$ cat config.mk
export PLATFORM = sky130hd
export DESIGN_NAME = facelet_mem_arbiter_flat
export DESIGN_NICKNAME = d
export VERILOG_FILES = /design/src/rtl/facelet_mem_arbiter_if.sv /design/src/rtl/facelet_mem_arbiter.sv /design/src/flat_wrapper.sv
export SDC_FILE = /design/constraint.sdc
export NUM_CORES = 1
export LEC_CHECK = 0
export BUFFER_PORTS_ARGS = -buffer_cell sky130_fd_sc_hd__buf_2
export CAP_MARGIN = 25
export CELL_PAD_IN_SITES_DETAIL_PLACEMENT = 0
export CELL_PAD_IN_SITES_GLOBAL_PLACEMENT = 1
export CORE_MARGIN = 5
export CORE_UTILIZATION = 25
export CTS_CLUSTER_SIZE = 14
export DETAILED_ROUTE_END_ITERATION = 6
export PLACE_DENSITY_LB_ADDON = 0.08
export SLEW_MARGIN = 40
export SYNTH_ARGS = -nofsm -noshare
export SYNTH_HDL_FRONTEND = slang
export SYNTH_SLANG_ARGS = --single-unit
$ cat constraint.sdc
create_clock -name clk -period 1.9 [get_ports clk]
set_clock_uncertainty 0.2 [all_clocks]
set_input_delay 0.095 -clock clk [delete_from_list [all_inputs] [get_ports clk]]
set_output_delay 0.095 -clock clk [all_outputs]
set_load 0.1 [all_outputs]
$ cat src/rtl/facelet_mem_arbiter_if.sv
// Bus between the VGA timing/renderer, the cube-move engine, the facelet RAM and
// facelet_mem_arbiter.
interface facelet_mem_arbiter_if #(
  parameter int ADDR_W = 6,
  parameter int DATA_W = 3
);
  logic [9:0]        hc;
  logic [9:0]        vc;
  logic              disp_valid;
  logic [ADDR_W-1:0] disp_addr;
  logic [DATA_W-1:0] disp_data;
  logic              disp_dvalid;
  logic              upd_req;
  logic              upd_we;
  logic [ADDR_W-1:0] upd_addr;
  logic [DATA_W-1:0] upd_wdata;
  logic              upd_gnt;
  logic [DATA_W-1:0] upd_rdata;
  logic              upd_rvalid;
  logic              mem_en;
  logic              mem_we;
  logic [ADDR_W-1:0] mem_addr;
  logic [DATA_W-1:0] mem_wdata;
  logic [DATA_W-1:0] mem_rdata;
  logic              vblank_start;
  logic              err_oob;
  logic [1:0]        dbg_state;

  // Handshake: disp_valid is never back-pressured. An update transfers in the cycle
  // where upd_req && upd_gnt. Until then the requester holds upd_req, upd_we,
  // upd_addr and upd_wdata stable. Read data returns one cycle later with its rvalid.
  modport slave (
    input  hc, vc, disp_valid, disp_addr, upd_req, upd_we, upd_addr, upd_wdata, mem_rdata,
    output disp_data, disp_dvalid, upd_gnt, upd_rdata, upd_rvalid,
           mem_en, mem_we, mem_addr, mem_wdata, vblank_start, err_oob, dbg_state
  );

  modport master (
    output hc, vc, disp_valid, disp_addr, upd_req, upd_we, upd_addr, upd_wdata, mem_rdata,
    input  disp_data, disp_dvalid, upd_gnt, upd_rdata, upd_rvalid,
           mem_en, mem_we, mem_addr, mem_wdata, vblank_start, err_oob, dbg_state
  );
endinterface

$ cat src/rtl/facelet_mem_arbiter.sv
// Shares the single-port facelet colour RAM. Display reads always win. Move-engine
// accesses are granted only outside the active-video window, in bursts of up to
// MAX_BURST.
module facelet_mem_arbiter #(
  parameter int DEPTH     = 54,
  parameter int ADDR_W    = 6,
  parameter int DATA_W    = 3,
  parameter int HBP       = 144,
  parameter int HFP       = 784,
  parameter int VBP       = 31,
  parameter int VFP       = 511,
  parameter int MAX_BURST = 8
) (
  input  logic                 clk,
  input  logic                 clr,
  facelet_mem_arbiter_if.slave bus
);
  localparam int CNT_W = $clog2(MAX_BURST + 1);
  localparam logic [9:0] WIN_H0 = 10'(HBP - 2);
  localparam logic [9:0] WIN_H1 = 10'(HFP);
  localparam logic [9:0] WIN_V0 = 10'(VBP);
  localparam logic [9:0] WIN_V1 = 10'(VFP);
  localparam logic [ADDR_W:0] DEPTH_C = (ADDR_W + 1)'(DEPTH);
  localparam logic [CNT_W-1:0] LAST_CNT = CNT_W'(MAX_BURST - 1);

  typedef enum logic [1:0] {LOCKED = 2'd0, OPEN = 2'd1, COOL = 2'd2} state_t;

  state_t           state_q;
  logic [CNT_W-1:0] burst_q;
  logic             win, gnt, disp_oob, upd_oob;
  logic             disp_rd_q, disp_oob_q, upd_rd_q, upd_oob_q, vblank_q, err_q;

  // Window opens two pixels early so the renderer's prefetch is already protected.
  assign win = (bus.vc >= WIN_V0) && (bus.vc < WIN_V1) &&
               (bus.hc >= WIN_H0) && (bus.hc < WIN_H1);

  assign disp_oob = {1'b0, bus.disp_addr} >= DEPTH_C;
  assign upd_oob  = {1'b0, bus.upd_addr} >= DEPTH_C;
  assign gnt      = bus.upd_req && (state_q == OPEN) && !win && !bus.disp_valid;

  always_comb begin
    bus.mem_en    = 1'b0;
    bus.mem_we    = 1'b0;
    bus.mem_addr  = '0;
    bus.mem_wdata = '0;
    if (clr) begin
      bus.mem_en = 1'b0;
    end else if (bus.disp_valid) begin
      if (!disp_oob) begin
        bus.mem_en   = 1'b1;
        bus.mem_addr = bus.disp_addr;
      end
    end else if (gnt && !upd_oob) begin
      bus.mem_en    = 1'b1;
      bus.mem_we    = bus.upd_we;
      bus.mem_addr  = bus.upd_addr;
      bus.mem_wdata = bus.upd_wdata;
    end
  end

  always_ff @(posedge clk or posedge clr) begin
    if (clr) begin
      state_q <= LOCKED;
      burst_q <= '0;
    end else begin
      unique case (state_q)
        LOCKED: begin
          burst_q <= '0;
          if (!win) state_q <= OPEN;
        end
        OPEN: begin
          if (win) begin
            state_q <= LOCKED;
            burst_q <= '0;
          end else if (gnt) begin
            if (burst_q == LAST_CNT) begin
              state_q <= COOL;
              burst_q <= '0;
            end else begin
              burst_q <= burst_q + 1'b1;
            end
          end else begin
            burst_q <= '0;
          end
        end
        COOL: begin
          burst_q <= '0;
          state_q <= win ? LOCKED : OPEN;
        end
        default: begin
          state_q <= LOCKED;
          burst_q <= '0;
        end
      endcase
    end
  end

  // Out-of-range reads still return a valid beat, but with forced-zero data.
  always_ff @(posedge clk or posedge clr) begin
    if (clr) begin
      disp_rd_q  <= 1'b0;
      disp_oob_q <= 1'b0;
      upd_rd_q   <= 1'b0;
      upd_oob_q  <= 1'b0;
      vblank_q   <= 1'b0;
      err_q      <= 1'b0;
    end else begin
      disp_rd_q  <= bus.disp_valid;
      disp_oob_q <= bus.disp_valid && disp_oob;
      upd_rd_q   <= gnt && !bus.upd_we;
      upd_oob_q  <= gnt && !bus.upd_we && upd_oob;
      vblank_q   <= (bus.vc == WIN_V1) && (bus.hc == 10'd0);
      if ((bus.disp_valid && disp_oob) || (gnt && upd_oob)) err_q <= 1'b1;
    end
  end

  assign bus.upd_gnt      = gnt;
  assign bus.disp_dvalid  = disp_rd_q;
  assign bus.disp_data    = (disp_rd_q && !disp_oob_q) ? bus.mem_rdata : '0;
  assign bus.upd_rvalid   = upd_rd_q;
  assign bus.upd_rdata    = (upd_rd_q && !upd_oob_q) ? bus.mem_rdata : '0;
  assign bus.vblank_start = vblank_q;
  assign bus.err_oob      = err_q;
  assign bus.dbg_state    = state_q;
endmodule

$ cat src/flat_wrapper.sv
// flat-port wrapper written by rule: the top's interface ports become plain ports
module facelet_mem_arbiter_flat 
#(
  parameter int DEPTH     = 54,
  parameter int ADDR_W    = 6,
  parameter int DATA_W    = 3,
  parameter int HBP       = 144,
  parameter int HFP       = 784,
  parameter int VBP       = 31,
  parameter int VFP       = 511,
  parameter int MAX_BURST = 8
)
  (clk, clr, bus_hc, bus_vc, bus_disp_valid, bus_disp_addr, bus_upd_req, bus_upd_we, bus_upd_addr, bus_upd_wdata, bus_mem_rdata, bus_disp_data, bus_disp_dvalid, bus_upd_gnt, bus_upd_rdata, bus_upd_rvalid, bus_mem_en, bus_mem_we, bus_mem_addr, bus_mem_wdata, bus_vblank_start, bus_err_oob, bus_dbg_state);
  facelet_mem_arbiter_if #(.ADDR_W(ADDR_W), .DATA_W(DATA_W)) bus_i ();
  input  logic clk;
  input  logic clr;
  input wire logic [$bits(bus_i.hc)-1:0] bus_hc;
  input wire logic [$bits(bus_i.vc)-1:0] bus_vc;
  input wire logic [$bits(bus_i.disp_valid)-1:0] bus_disp_valid;
  input wire logic [$bits(bus_i.disp_addr)-1:0] bus_disp_addr;
  input wire logic [$bits(bus_i.upd_req)-1:0] bus_upd_req;
  input wire logic [$bits(bus_i.upd_we)-1:0] bus_upd_we;
  input wire logic [$bits(bus_i.upd_addr)-1:0] bus_upd_addr;
  input wire logic [$bits(bus_i.upd_wdata)-1:0] bus_upd_wdata;
  input wire logic [$bits(bus_i.mem_rdata)-1:0] bus_mem_rdata;
  output wire logic [$bits(bus_i.disp_data)-1:0] bus_disp_data;
  output wire logic [$bits(bus_i.disp_dvalid)-1:0] bus_disp_dvalid;
  output wire logic [$bits(bus_i.upd_gnt)-1:0] bus_upd_gnt;
  output wire logic [$bits(bus_i.upd_rdata)-1:0] bus_upd_rdata;
  output wire logic [$bits(bus_i.upd_rvalid)-1:0] bus_upd_rvalid;
  output wire logic [$bits(bus_i.mem_en)-1:0] bus_mem_en;
  output wire logic [$bits(bus_i.mem_we)-1:0] bus_mem_we;
  output wire logic [$bits(bus_i.mem_addr)-1:0] bus_mem_addr;
  output wire logic [$bits(bus_i.mem_wdata)-1:0] bus_mem_wdata;
  output wire logic [$bits(bus_i.vblank_start)-1:0] bus_vblank_start;
  output wire logic [$bits(bus_i.err_oob)-1:0] bus_err_oob;
  output wire logic [$bits(bus_i.dbg_state)-1:0] bus_dbg_state;
  assign bus_i.hc = bus_hc;
  assign bus_i.vc = bus_vc;
  assign bus_i.disp_valid = bus_disp_valid;
  assign bus_i.disp_addr = bus_disp_addr;
  assign bus_i.upd_req = bus_upd_req;
  assign bus_i.upd_we = bus_upd_we;
  assign bus_i.upd_addr = bus_upd_addr;
  assign bus_i.upd_wdata = bus_upd_wdata;
  assign bus_i.mem_rdata = bus_mem_rdata;
  assign bus_disp_data = bus_i.disp_data;
  assign bus_disp_dvalid = bus_i.disp_dvalid;
  assign bus_upd_gnt = bus_i.upd_gnt;
  assign bus_upd_rdata = bus_i.upd_rdata;
  assign bus_upd_rvalid = bus_i.upd_rvalid;
  assign bus_mem_en = bus_i.mem_en;
  assign bus_mem_we = bus_i.mem_we;
  assign bus_mem_addr = bus_i.mem_addr;
  assign bus_mem_wdata = bus_i.mem_wdata;
  assign bus_vblank_start = bus_i.vblank_start;
  assign bus_err_oob = bus_i.err_oob;
  assign bus_dbg_state = bus_i.dbg_state;
  facelet_mem_arbiter #(.DEPTH(DEPTH), .ADDR_W(ADDR_W), .DATA_W(DATA_W), .HBP(HBP), .HFP(HFP), .VBP(VBP), .VFP(VFP), .MAX_BURST(MAX_BURST)) u_core (.clk(clk), .clr(clr), .bus(bus_i));
endmodule
---- Yosys cells after proc, flatten, opt, wreduce, memory -nomap -nowiden ----
Index checks and enable logic that the tools add are counted.
W data, S select, Z words.
cells by class
  multiplexer cells ....................... 26
  magnitude comparators ................... 6
  $add $sub $neg .......................... 1
  reductions and logical operators ........ 24
  eq/ne operators ......................... 7
operators by type and width
  kind                    number
  $mux W6                 4
  $mux W4                 4
  $mux W3                 5
  $logic_and A1 B1 Y1     14
  $ge A6 B6 Y1 const B    2
  $eq A10 B9 Y1 const B   1
  $ge A10 B5 Y1 const B   1
  $ge A10 B8 Y1 const B   1
  $logic_not A10 Y1       1
  $lt A10 B10 Y1 const B  1
  $lt A10 B9 Y1 const B   1
  $mux W1                 8
  $mux W2                 4
  $logic_not A1 Y1        6
  $pmux W2 S3             1
  $add A4 B1 Y4 const B   1
  $eq A4 B3 Y1 const B    1
  $ne A3 B1 Y1 const B    1
  $ne A3 B2 Y1 const B    1
  $reduce_and A3 Y1       1
  $eq A2 B1 Y1 const B    1
  $eq A2 B2 Y1 const B    1
  $logic_not A2 Y1        1
  $ne A2 B2 Y1 const B    1
  $logic_or A1 B1 Y1      1
word-level totals
  word-level logic and storage cells ...... 72
  register bits ........................... 12
  bits of input ports ..................... 43
  output and inout port bits .............. 24

---- Depth between registers and ports, before layout ----
  depth in word-level cells ............... 11
  gate-level depth with buffers ........... 7
  gate-level depth less buffers ........... 4

---- Worst setup path before layout ----
OpenSTA, ideal clock, no wires.
  path kind ............................... reg2out
  start point ............................. register u_core.state_q[0] (netlist: u_core.bus.dbg_state[0])
  end point ............................... output bus_mem_addr[0]
  cell stages (with the launch flop) ...... 5
  required time ........................... 1.605 ns
  arrival time ............................ 3.423 ns
  slack ................................... -1.818 ns
  path buffers ............................ 1
  cell sequence ........................... dfrtp_1 > or3b_1 > buf_2 > or4_1 > o22ai_1
between the ends
  word-level cells in the longest chain between the ends .. 8
RTL lines
  what                              RTL line                   source
  start: declaration                facelet_mem_arbiter.sv:28  state_t state_q;
  start signal: assignment          facelet_mem_arbiter.sv:88  state_q <= win ? LOCKED : OPEN;
  $eq A2 B1 Y1                      facelet_mem_arbiter.sv:39  assign gnt = bus.upd_req && (state_q == OPEN) && !win && !bus.disp_valid;
  $logic_and A1 B1 Y1 (3 in a row)  facelet_mem_arbiter.sv:39
  $logic_and A1 B1 Y1               facelet_mem_arbiter.sv:53  end else if (gnt && !upd_oob) begin
  $mux W6                           facelet_mem_arbiter.sv:53
  $mux W6                           facelet_mem_arbiter.sv:48  end else if (bus.disp_valid) begin
  $mux W6                           facelet_mem_arbiter.sv:46  if (clr) begin
  end: declaration                  flat_wrapper.sv:33         output wire logic [$bits(bus_i.mem_addr)-1:0] bus_mem_addr;
Every way passes these cells.

---- Final worst setup path ----
  start point ............................. register u_core.state_q[1] (netlist: u_core.bus.dbg_state[1])
  end point ............................... output bus_mem_addr[4]
The elaborated chain is that of the path after synthesis.

==> metrics.txt <==
EDFF count, synth=0; DR WL/cell=12.8 um; GR Util met1=0.149; clk sink count=12; Setup TNS Final=-4.68 ns; TritonCTS buffer count=3; met3 Usage GRT=0.0241; startpoint types=flop; # port buffers=66; Clk Latency, worst-skew pair=0.24 ns; outcome=finished, violations left; failing checks=setup timing; Die Ht=70.6 um; RSZ-0062 raised after global routing=true; Syn Area/Cell=9.76 um^2; Power Total=0.00101 W; Main synth FF type=dfrtp_1; first-pass GRT wire length=4.99 mm; Worst Max-Slew Pin Slew=0.488 ns; Remaining Overflow, GRT=0; simple-gate area share of the yosys netlist=0.387; root buf cell=clkbuf_8; Ports=67; syn_nets=138; Critical Path AT=2.12 ns; Via Count=1098; clk buf depth=2; post-synth cell types=41; WS Path Type=flop to output pin; Achievable Freq=413 MHz; Period minus WS final=2.42 ns; Syn Std Cell Area=917 um^2; #FFs+latches synth=12; Worst path max stage delay=0.54 ns; dpl hpwl=2.49 mm; share of cells above drive strength 1=0.667; Post-Route WL=2.99 mm; Tot GR Track Use=0.123; CP max FO=5; critical path, cell by cell=or3b_4, or4b_4, o31ai_4, buf_12; DR pass1 iterations=3; XOR/XNOR Fraction of Synth Area=0.0191; slowest CP cell=or4b_4; Worst EP required=1.60 ns; largest family of logic cells by synthesized area=simple AND/OR/NAND/NOR gates; nets=231; Diodes inserted=0; pin count of the biggest net entering global routing=13; final core utilization=0.537; Final Hold Viols=0; Post-Synth Adder-Cell Area=0.0136; Synth-to-Final Area Change=111%; vias in the first global route=1121; ys async rst share=1.00; Die Wd=70.6 um; core area=3610 um^2; GR Layer Usage met2=0.212; Synth Area in Compound Gates=0.141; power per cell area=520 nW/um^2; CP endpoint kind=output pin; multiplexer share of the synthesized area=0.0546; GP Congestion=0.743; Syn. warnings=0; Routed Antenna Nets=0; final period utilization=1.27; share of the yosys chip area belonging to registers=0.327; # setup viols final=11; # fillers=351; initial core utilization=0.254; DRC=0; antenna violations before repair=0; GRT Max-Usage Layer=met2; Slew Limit Fails=0; H-Tree Depth=1; VDD IR max=0.237 mV; # rows=22; TritonCTS clock tree=built; 1st-iter DRT viols=22; routed vias/inst=4.69; Worst-path clk slew=0.05 ns; Syn Inst Count=94; Hold Crit Class=input port to flop; fin worst setup slack=-0.520 ns; Slew headroom=0.673; max_cap viols=0; Static Leakage=0.871 nW; DIE AREA=4980 um^2
-- metrics by stage --
| step | instances | setup WS (ns) | hold slack (ns) | instance area (um^2) |
|---|---|---|---|---|
| after floorplan | 94 | -0.943 | -0.225 | 1030 |
| after global placement | 218 | -0.334 | 0.00142 | 1700 |
| after detailed placement | 218 | -0.349 | 0.00291 | 1700 |
| after CTS | 234 | -0.525 | 0.00595 | 1920 |
| after global routing | 234 | -0.561 | 0.0292 | 1940 |
| final | 234 | -0.520 | 0.0209 | 1940 |
-- registers in the layout, summed over array words and instances (netlist names) --
name / cells
u_core.bus.dbg_state: 2
u_core.bus.err_oob: 1
u_core.bus.vblank_start: 1
u_core.upd_oob_q: 1
u_core.burst_q: 4
u_core.bus.upd_rvalid: 1
u_core.bus.disp_dvalid: 1
u_core.disp_oob_q: 1
-- cells in the final DEF (no fill, tap or decap), types with 2 or more instances in the layout --
master	count
dlygate4sd3_1	10
nor4_1	3
and2_2	6
nand3_1	3
buf_4	15
nor4b_2	2
or4_4	4
buf_12	13
clkbuf_8	4
nor3b_4	4
o22ai_4	5
mux2i_1	5
or4_1	3
nor2b_1	2
a21oi_1	2
dfrtp_4	2
dfrtp_2	2
or3_4	2
nand4_1	3
nand2_1	3
inv_1	4
buf_2	54
nor3_1	3
dfrtp_1	8
-- what timing repair did --
action / in CTS / in global routing
pin swaps: 5 / 1
hold buffers: 10 / 0
setup buffers: 2 / 0
gates resized for setup: 11 / 3
hold endpoints to repair: 16 / 0
setup endpoints to repair: 12 / 14
-- cell type report --
type | count | area (um^2) | share of cell area
clock buffers | 4 | 55.1 | 0.0284
well taps | 48 | 60.1 | 0.0310
repair buffers | 93 | 754 | 0.389
multi-input cells | 73 | 743 | 0.383
inverters | 4 | 15.0 | 0.00775
flip-flops and latches | 12 | 310 | 0.160
-- critical path, delay by kind of cell, from the launching register on --
family	cells	cell delay [ns]
compound gates	1	0.26
buf+inv	1	0.21
flops	1	0.46
simple gates	2	0.95
-- cell families after synthesis --
logic type                 Yosys count
buffers and inverters                9
adders and majority gates            1
AOI/OAI and AO/OA                   16
DFF                                 12
and+or+nand+nor                     49
muxes                                5
xor gates and xnor gates             2
-- cells in the mapped netlist, types with 3 or more instances --
cell / count / share of area
nor3b_2: 4 / 0.055
nor4_1: 3 / 0.020
nand4_1: 3 / 0.020
or4_1: 7 / 0.057
dfrtp_1: 12 / 0.33
nand2_1: 3 / 0.012
and2_1: 6 / 0.041
buf_2: 3 / 0.016
o22ai_1: 5 / 0.034
mux2i_1: 5 / 0.055
nand3_1: 3 / 0.016
inv_1: 4 / 0.016
nor3_1: 3 / 0.016
-- layer usage --
layer | vias to the layer above | wire, um
met3 | 2 | 213
met4 | 0 | 19
li1 | 547 | -
met1 | 509 | 1260
met2 | 40 | 1500
met5 | - | 0
-- where the power goes --
part           internal [W]  switching (W)  total (W)
Combinational      0.000184       0.000287   0.000471
Clock              0.000183      0.0000881   0.000271
Sequential         0.000264     0.00000326   0.000267
Total              0.000631       0.000378    0.00101
-- path summary, 6_finish.rpt --
| check | from | to | slack [ns] | cells past startpoint |
|---|---|---|---|---|
| min in group asynchronous | clr | u_core.bus.dbg_state[1]$_DFFE_PP0P_ | 0.32 | 4 |
| max in group asynchronous | clr | u_core.bus.dbg_state[0]$_DFFE_PP0P_ | 1.00 | 4 |
| setup reg to reg | u_core.bus.dbg_state[1]$_DFFE_PP0P_ | u_core.bus.err_oob$_DFFE_PP0P_ | 0.25 | 3 |
| setup / recovery | u_core.bus.dbg_state[1]$_DFFE_PP0P_ | bus_mem_addr[4] | -0.52 | 4 |
| hold reg to reg | u_core.burst_q[0]$_DFF_PP0_ | u_core.burst_q[0]$_DFF_PP0_ | 0.29 | 1 |
| hold / removal | bus_disp_addr[5] | u_core.disp_oob_q$_DFF_PP0_ | 0.02 | 3 |
Note: power is estimated with default switching activity, not from simulation.
